--- src/rtl/video_pkg.sv ---
`default_nettype none
// +----------------------------------------------------------------------------+
// | video_pkg                                                                  |
// | Shared display timing defaults, coordinate widths and flag bundle type.    |
// | Revision: 1.0                                                              |
// +----------------------------------------------------------------------------+
package video_pkg;

  localparam int DEF_H_ACTIVE = 800;
  localparam int DEF_H_FP     = 40;
  localparam int DEF_H_SYNC   = 128;
  localparam int DEF_H_BP     = 88;
  localparam int DEF_H_TOTAL  = DEF_H_ACTIVE + DEF_H_FP + DEF_H_SYNC + DEF_H_BP;

  localparam int DEF_V_ACTIVE = 480;
  localparam int DEF_V_FP     = 13;
  localparam int DEF_V_SYNC   = 3;
  localparam int DEF_V_BP     = 29;
  localparam int DEF_V_TOTAL  = DEF_V_ACTIVE + DEF_V_FP + DEF_V_SYNC + DEF_V_BP;

  localparam int ROW_W = 9;
  localparam int COL_W = 10;
  localparam int HC_W  = 11;
  localparam int VC_W  = 10;

  localparam int ADDR_PIPE_DLY = 2;

  typedef struct packed {
    logic sof;
    logic vsync;
    logic hsync;
    logic de;
  } sync_flags_t;

endpackage
`default_nettype wire

--- src/rtl/sig_delay.sv ---
`default_nettype none
// +----------------------------------------------------------------------------+
// | sig_delay                                                                  |
// | Fixed-depth shift register with async active-low reset to RST_VAL.         |
// | Revision: 1.0                                                              |
// +----------------------------------------------------------------------------+
module sig_delay #(
  parameter int               WIDTH   = 1,
  parameter int               DEPTH   = 1,
  parameter logic [WIDTH-1:0] RST_VAL = '0
) (
  input  logic             clk,
  input  logic             rst_n,
  input  logic [WIDTH-1:0] d,
  output logic [WIDTH-1:0] q
);

  generate
    if (DEPTH == 0) begin : g_bypass
      assign q = d;
    end else begin : g_shift
      logic [WIDTH-1:0] r_stage [DEPTH];

      always_ff @(posedge clk or negedge rst_n) begin
        if (!rst_n) begin
          for (int i = 0; i < DEPTH; i++) r_stage[i] <= RST_VAL;
        end else begin
          r_stage[0] <= d;
          for (int i = 1; i < DEPTH; i++) r_stage[i] <= r_stage[i-1];
        end
      end

      assign q = r_stage[DEPTH-1];
    end
  endgenerate

endmodule
`default_nettype wire

--- src/rtl/raster_gen.sv ---
`default_nettype none
// +----------------------------------------------------------------------------+
// | raster_gen                                                                 |
// | Raster scan counters producing row/col plus aligned de/sync/sof flags.     |
// | Revision: 1.0                                                              |
// +----------------------------------------------------------------------------+
module raster_gen
  import video_pkg::*;
#(
  parameter int   H_ACTIVE = DEF_H_ACTIVE,
  parameter int   H_FP     = DEF_H_FP,
  parameter int   H_SYNC   = DEF_H_SYNC,
  parameter int   H_BP     = DEF_H_BP,
  parameter int   V_ACTIVE = DEF_V_ACTIVE,
  parameter int   V_FP     = DEF_V_FP,
  parameter int   V_SYNC   = DEF_V_SYNC,
  parameter int   V_BP     = DEF_V_BP,
  parameter logic SYNC_POL = 1'b0,
  parameter int   PIPE_DLY = ADDR_PIPE_DLY
) (
  input  logic             clk,
  input  logic             rst_n,
  input  logic             en,
  output logic [ROW_W-1:0] row,
  output logic [COL_W-1:0] col,
  output logic             de_d,
  output logic             hsync_d,
  output logic             vsync_d,
  output logic             sof_d
);

  localparam int c_h_total  = H_ACTIVE + H_FP + H_SYNC + H_BP;
  localparam int c_v_total  = V_ACTIVE + V_FP + V_SYNC + V_BP;
  localparam int c_hs_start = H_ACTIVE + H_FP;
  localparam int c_hs_end   = H_ACTIVE + H_FP + H_SYNC;
  localparam int c_vs_start = V_ACTIVE + V_FP;
  localparam int c_vs_end   = V_ACTIVE + V_FP + V_SYNC;
  localparam logic [3:0] c_flags_rst = {1'b0, ~SYNC_POL, ~SYNC_POL, 1'b0};

  generate
    if (H_ACTIVE > 2**COL_W || V_ACTIVE > 2**ROW_W) begin : g_chk_coord
      $error("raster_gen: active area exceeds row/col width");
    end
    if (c_h_total > 2**HC_W || c_v_total > 2**VC_W) begin : g_chk_total
      $error("raster_gen: total timing exceeds counter width");
    end
  endgenerate

  logic [HC_W-1:0] r_hc;
  logic [VC_W-1:0] r_vc;
  logic [31:0]     w_hc32;
  logic [31:0]     w_vc32;
  logic            w_h_last;
  logic            w_v_last;
  logic            w_h_act;
  logic            w_v_act;
  logic            w_hs_in;
  logic            w_vs_in;
  sync_flags_t     w_flags;
  sync_flags_t     w_flags_d;

  assign w_h_last = (r_hc == HC_W'(c_h_total - 1));
  assign w_v_last = (r_vc == VC_W'(c_v_total - 1));

  always_ff @(posedge clk or negedge rst_n) begin
    if (!rst_n) begin
      r_hc <= '0;
      r_vc <= '0;
    end else if (en) begin
      if (w_h_last) begin
        r_hc <= '0;
        r_vc <= w_v_last ? '0 : r_vc + 1'b1;
      end else begin
        r_hc <= r_hc + 1'b1;
      end
    end
  end

  assign w_hc32  = 32'(r_hc);
  assign w_vc32  = 32'(r_vc);
  assign w_h_act = (w_hc32 < H_ACTIVE);
  assign w_v_act = (w_vc32 < V_ACTIVE);
  assign w_hs_in = (w_hc32 >= c_hs_start) && (w_hc32 < c_hs_end);
  assign w_vs_in = (w_vc32 >= c_vs_start) && (w_vc32 < c_vs_end);

  assign w_flags.de    = w_h_act && w_v_act;
  assign w_flags.hsync = w_hs_in ? SYNC_POL : ~SYNC_POL;
  assign w_flags.vsync = w_vs_in ? SYNC_POL : ~SYNC_POL;
  assign w_flags.sof   = (r_hc == '0) && (r_vc == '0) && en;

  // Blanking coordinates are forced to 0 so the address stage stays in range
  assign col = w_h_act ? r_hc[COL_W-1:0] : '0;
  assign row = w_v_act ? r_vc[ROW_W-1:0] : '0;

  sig_delay #(
    .WIDTH   (4),
    .DEPTH   (PIPE_DLY),
    .RST_VAL (c_flags_rst)
  ) u_flag_dly (
    .clk   (clk),
    .rst_n (rst_n),
    .d     (w_flags),
    .q     (w_flags_d)
  );

  assign de_d    = w_flags_d.de;
  assign hsync_d = w_flags_d.hsync;
  assign vsync_d = w_flags_d.vsync;
  assign sof_d   = w_flags_d.sof;

endmodule
`default_nettype wire

--- config.mk ---
export PLATFORM = sky130hd
export DESIGN_NAME = raster_gen
export DESIGN_NICKNAME = d
export VERILOG_FILES = /design/src/rtl/video_pkg.sv /design/src/rtl/sig_delay.sv /design/src/rtl/raster_gen.sv
export SDC_FILE = /design/constraint.sdc
export NUM_CORES = 1
export LEC_CHECK = 0
export BUFFER_PORTS_ARGS = -buffer_cell sky130_fd_sc_hd__buf_2
export CELL_PAD_IN_SITES_DETAIL_PLACEMENT = 0
export CELL_PAD_IN_SITES_GLOBAL_PLACEMENT = 2
export CORE_ASPECT_RATIO = 1.5
export CORE_MARGIN = 4
export CORE_UTILIZATION = 37
export DETAILED_ROUTE_END_ITERATION = 7
export PLACE_DENSITY_LB_ADDON = 0.25
export SLEW_MARGIN = 10
export SYNTH_ARGS = -nofsm -noshare
export SYNTH_HDL_FRONTEND = slang
export SYNTH_SLANG_ARGS = --single-unit
--- constraint.sdc ---
create_clock -name clk -period 2.3 [get_ports clk]
set_input_delay 0 -clock clk [delete_from_list [all_inputs] [get_ports clk]]
set_output_delay 0 -clock clk [all_outputs]
set_load 0.02 [all_outputs]
# After elaboration in Yosys (flattened, before gate mapping)
# Cells that the tools add are included.
# word_totals
out_inout_bits	23
word_cells	28
in_bits	3
regBits	29
# op_classes
eq_ne	2
muxes	6
n_reduce_logical	8
n_lt_le_gt_ge	6
n_addsub	2
# op_table
operator	n
$lt A11 B10 Y1 const B	2
$lt A10 B9 Y1 const B	2
$mux W10	2
$add A11 B1 Y11 const B	1
$eq A11 B11 Y1 const B	1
$ge A11 B10 Y1 const B	1
$logic_not A11 Y1	1
$mux W11	1
$add A10 B1 Y10 const B	1
$eq A10 B10 Y1 const B	1
$ge A10 B9 Y1 const B	1
$logic_not A10 Y1	1
$mux W9	1
$logic_and A1 B1 Y1	5
$mux W1	2
$reduce_and A2 Y1	1

# Longest topological paths before layout
# logic_depth
depth_word	3
depth_mapped	6
depth_no_buf	6

# By module
# A second synthesis with hierarchy kept.
# unflattened
cells_unflattened	162
area_unflattened_um2	1590.3
# modules_own_cells
module	instances	seq_area_each_um2	area_per_inst_um2	cells_per_inst
raster_gen	1	525.5	1355.0	150
sig_delay	1	205.2	235.2	12

# Worst setup path after synthesis
# OpenSTA, ideal clock, no wires.
# synth_path
kind	reg-to-reg
startpoint	reg r_hc[0]
endpoint	reg r_vc[9]
stages_incl_launch_ff	7
period_less_slack_ps	1543
path_buffers	1
required_time_ps	2220
setup_time_ps	80
t_arrival_ps	1463
slack_ps	757
cell_sequence	dfrtp_1 > ha_1 > and4_1 > and4_1 > buf_4 > and2_1 > a2bb2oi_1
# synth_via
elab_chain_cells	2
# synth_rtl
element	line	text
from (decl)	raster_gen.sv:49	logic [HC_W-1:0] r_hc;
from (signal assigned)	raster_gen.sv:74	r_hc <= r_hc + 1'b1;
$eq A11 B11 Y1	raster_gen.sv:62	assign w_h_last = (r_hc == HC_W'(c_h_total - 1));
$reduce_and A2 Y1 (no source line)	--	
to (signal assigned)	raster_gen.sv:72	r_vc <= w_v_last ? '0 : r_vc + 1'b1;
to (decl)	raster_gen.sv:50	logic [VC_W-1:0] r_vc;
# Every way passes these cells.
# A chain may end at the register's enable or synchronous reset.

# Worst setup path after layout
# layout_path
startpoint	reg r_hc[6]
endpoint	out col[4]
# layout_via
elab_chain_cells	2
# layout_rtl
element	line	text
$lt A11 B10 Y1	raster_gen.sv:81	assign w_h_act = (w_hc32 < H_ACTIVE);
$mux W10	raster_gen.sv:92	assign col = w_h_act ? r_hc[COL_W-1:0] : '0;
to (decl)	raster_gen.sv:25	output logic [COL_W-1:0] col,
# Every way passes these cells.

==> results_dict.tcl <==
set metrics [dict create \
    status "complete, no violations" \
    core_area_um2 4030 \
    post-route-drc-count 0 \
    cts_inserted_buffers 5 \
    tns_ns 0 \
    design.die.area_um2 5360 \
    die_h_um 87.7 \
    crit_buf_inv 1 \
    port-buffer-count 25 \
    slew_violations 0 \
    avgSynthCellArea_um2 9.92 \
    initial_core_util_pct 38.9 \
    synthTopCellsByArea "dfrtp_1, and2_1, dfstp_2" \
    finalSetupViolCount 0 \
    grt_overflow 0 \
    synth_flop_cell "dfrtp_1" \
    postCtsSetupRepairBufs 0 \
    vias 1229 \
    critPathTopFamily "simple AND/OR/NAND/NOR gates" \
    grt_max_degree 30 \
    place_ws_ns 0.486 \
    rsz0062_at_grt "no" \
    dr.pass1.iters 4 \
    drtIter0Drc 35 \
    clock_sinks 29 \
    cts_root_buffer "clkbuf_8" \
    gp_congestion 0.809 \
    grt_pass1_wl_um 6130 \
    skew_ns 0.00418 \
    power_density_nw_per_um2 751 \
    syn2layout_area_growth_pct 16.3 \
    rows 28 \
    worst_setup_path_end_kind "output port" \
    cp.arrival_ns 1.89 \
    synth_cell_types 37 \
    crit_slowest_cell "dfrtp_1" \
    grt.total_usage_pct 15.2 \
    place.detailed.hpwl_um 2550 \
    leakagePower_nw 0.850 \
    clk_pin_slew_worst_paths_ns 0.06 \
    cp_slowest_stage_delay_ns 0.48 \
    crit_path_start_kind "flop" \
    synth_edf_count 0 \
    drt_wl_total_um 3540 \
    slew_headroom_pct 56.7 \
    synthCells 158 \
    cts_buffer_depth 2 \
    antenna_left 0 \
    yosysWarnings 0 \
    fmax_ghz 0.529 \
    antenna_found_initial 0 \
    antenna_cells 0 \
    final_nets 192 \
    clock_latency_ns 0.27 \
    cp.required_ns 2.30 \
    yosysTopAreaCell "dfrtp_1" \
    wl_per_cell_um 15.4 \
    cp_cell_sequence "or3_1, a31oi_2, and2_1, buf_2" \
    worstSetupPathType "reg -> out" \
    avgViaCountPerCell 5.37 \
    worst_slew_pin_slew_ns 0.649 \
    drive_above_1_share_pct 22.3 \
    cp_max_fo 10 \
    yosys.area.top_type_share_pct 39.9 \
    period_needed_ns 1.89 \
    ys_seq_area_share_pct 46.6 \
    ios 26 \
    vdd_drop_max_v 0.000527 \
    htreeDepth 2 \
    grt_pass1_vias 1255 \
    cts_tree "built" \
    worst_slack_ns 0.409 \
    max_cap_viol_count 0 \
    hold_class "in -> reg" \
    mappedNetlistArea_um2 1570 \
    min_period_over_period_pct 82.2 \
    ys_async_sr_fraction_pct 100 \
    syn-num-nets 167 \
    synth_seq_cells 29 \
    die_w_um 61.2 \
    finalHoldViolCount 0 \
]
[area by class of cell]
type	instances	area, µm²
Sequential cell	29	731
Fill cell	391	2210
Multi-Input combinational cell	115	777
Inverter	6	22.5
Clock inverter	1	5.00
Clock buffer	7	96.3
Tap cell	45	56.3
Timing Repair Buffer	26	135
[final timing paths]
| check | startpoint | end | slack (ns) | depth (start not counted) |
|---|---|---|---|---|
| hold reg to reg | u_flag_dly.g_shift.r_stage[4]$_DFF_PN0_ | u_flag_dly.q[0]$_DFF_PN0_ | 0.35 | 0 |
| setup / recovery | r_hc[6]$_DFFE_PN0P_ | col[4] | 0.41 | 4 |
| min in group asynchronous | rst_n | r_vc[7]$_DFFE_PN0P_ | 0.28 | 2 |
| hold / removal | en | r_hc[0]$_DFFE_PN0P_ | 0.01 | 2 |
| setup reg to reg | r_hc[9]$_DFFE_PN0P_ | r_vc[8]$_DFFE_PN0P_ | 0.49 | 4 |
| max in group asynchronous | rst_n | u_flag_dly.q[3]$_DFF_PN0_ | 1.58 | 2 |
[worst register-to-register path, stage by stage, from the launching register on]
cell and delay (ns):
dfrtp_1 0.46, nor4_4 0.44, and4_1 0.45, nand2_1 0.13, o31ai_1 0.23
[layout by cell type (no fill, tap or decap), types with 7 or more instances in the layout]
cell and instances:
nand2_1 9, and2_1 19, nand4_1 10, xor2_1 8, nand3_1 7, nor3_1 8, dfrtp_1 25, buf_2 25
clkbuf_8 7, nor2_1 9
[power by group]
part | leakage [nW] | internal [mW] | total (mW) | switching, mW
Combinational | 0.436 | 0.112 | 0.252 | 0.140
Sequential | 0.360 | 0.553 | 0.657 | 0.104
Clock | 0.0542 | 0.270 | 0.461 | 0.191
Total | 0.850 | 0.934 | 1.37 | 0.434
[state kept, by name, indices dropped and copies added (netlist names)]
register and cells:
r_hc 11, r_vc 10, u_flag_dly.g_shift.r_stage 4, u_flag_dly.q 4
[per-stage QoR]
| step | total power, mW | hold WS [ns] | utilization, % | cells | instance area, µm² |
|---|---|---|---|---|---|
| floorplan | 0.840 | -0.296 | - | 158 | 1570 |
| global placement | 0.913 | 0.0637 | 42.5 | 220 | 1710 |
| detailed placement | 0.919 | 0.0754 | 42.5 | 220 | 1710 |
| CTS | 1.39 | 0.00793 | 45.2 | 229 | 1820 |
| global route | 1.45 | 0.0512 | 45.2 | 229 | 1820 |
| finish | 1.37 | 0.0115 | 45.2 | 229 | 1820 |
[logic make-up (layout without fill, tap and decap cells)]
group	after synthesis	count (layout)	share of synthesized area (%)
multiplexers	1	1	0.638
flip-flops	29	29	46.6
AND/OR/NAND/NOR	79	79	30.5
AO/OA/AOI/OAI	17	17	6.94
XOR/XNOR	12	12	6.70
buffers and inverters	14	40	3.83
adder cells (fa/ha/maj)	6	6	4.79
[cell usage after synthesis, types with 3 or more instances]
cell type,count
and2_1,19
buf_2,3
clkbuf_1,4
dfrtp_1,25
dfstp_2,4
ha_1,6
inv_1,6
nand2_1,9
nand3_1,7
nand4_1,10
nor2_1,9
nor3_1,8
o21ai_0,6
or3_1,3
xnor2_1,4
xor2_1,8
[timing repair]
item / CTS / global route
hold buffers: 1 / 0
resized for setup: 0 / 0
endpoints found under the hold margin: 25 / 0
[metal layers]
layer | GRT usage (%) | vias up | share of wire, %
met2 | 24.9 | 36 | 52
met4 | 6.71 | 0 | 2.4
met3 | 3.54 | 6 | 4.2
met5 | 0 | - | 0
li1 | - | 598 | -
met1 | 18.6 | 589 | 41
(Power assumes the default switching activity.)
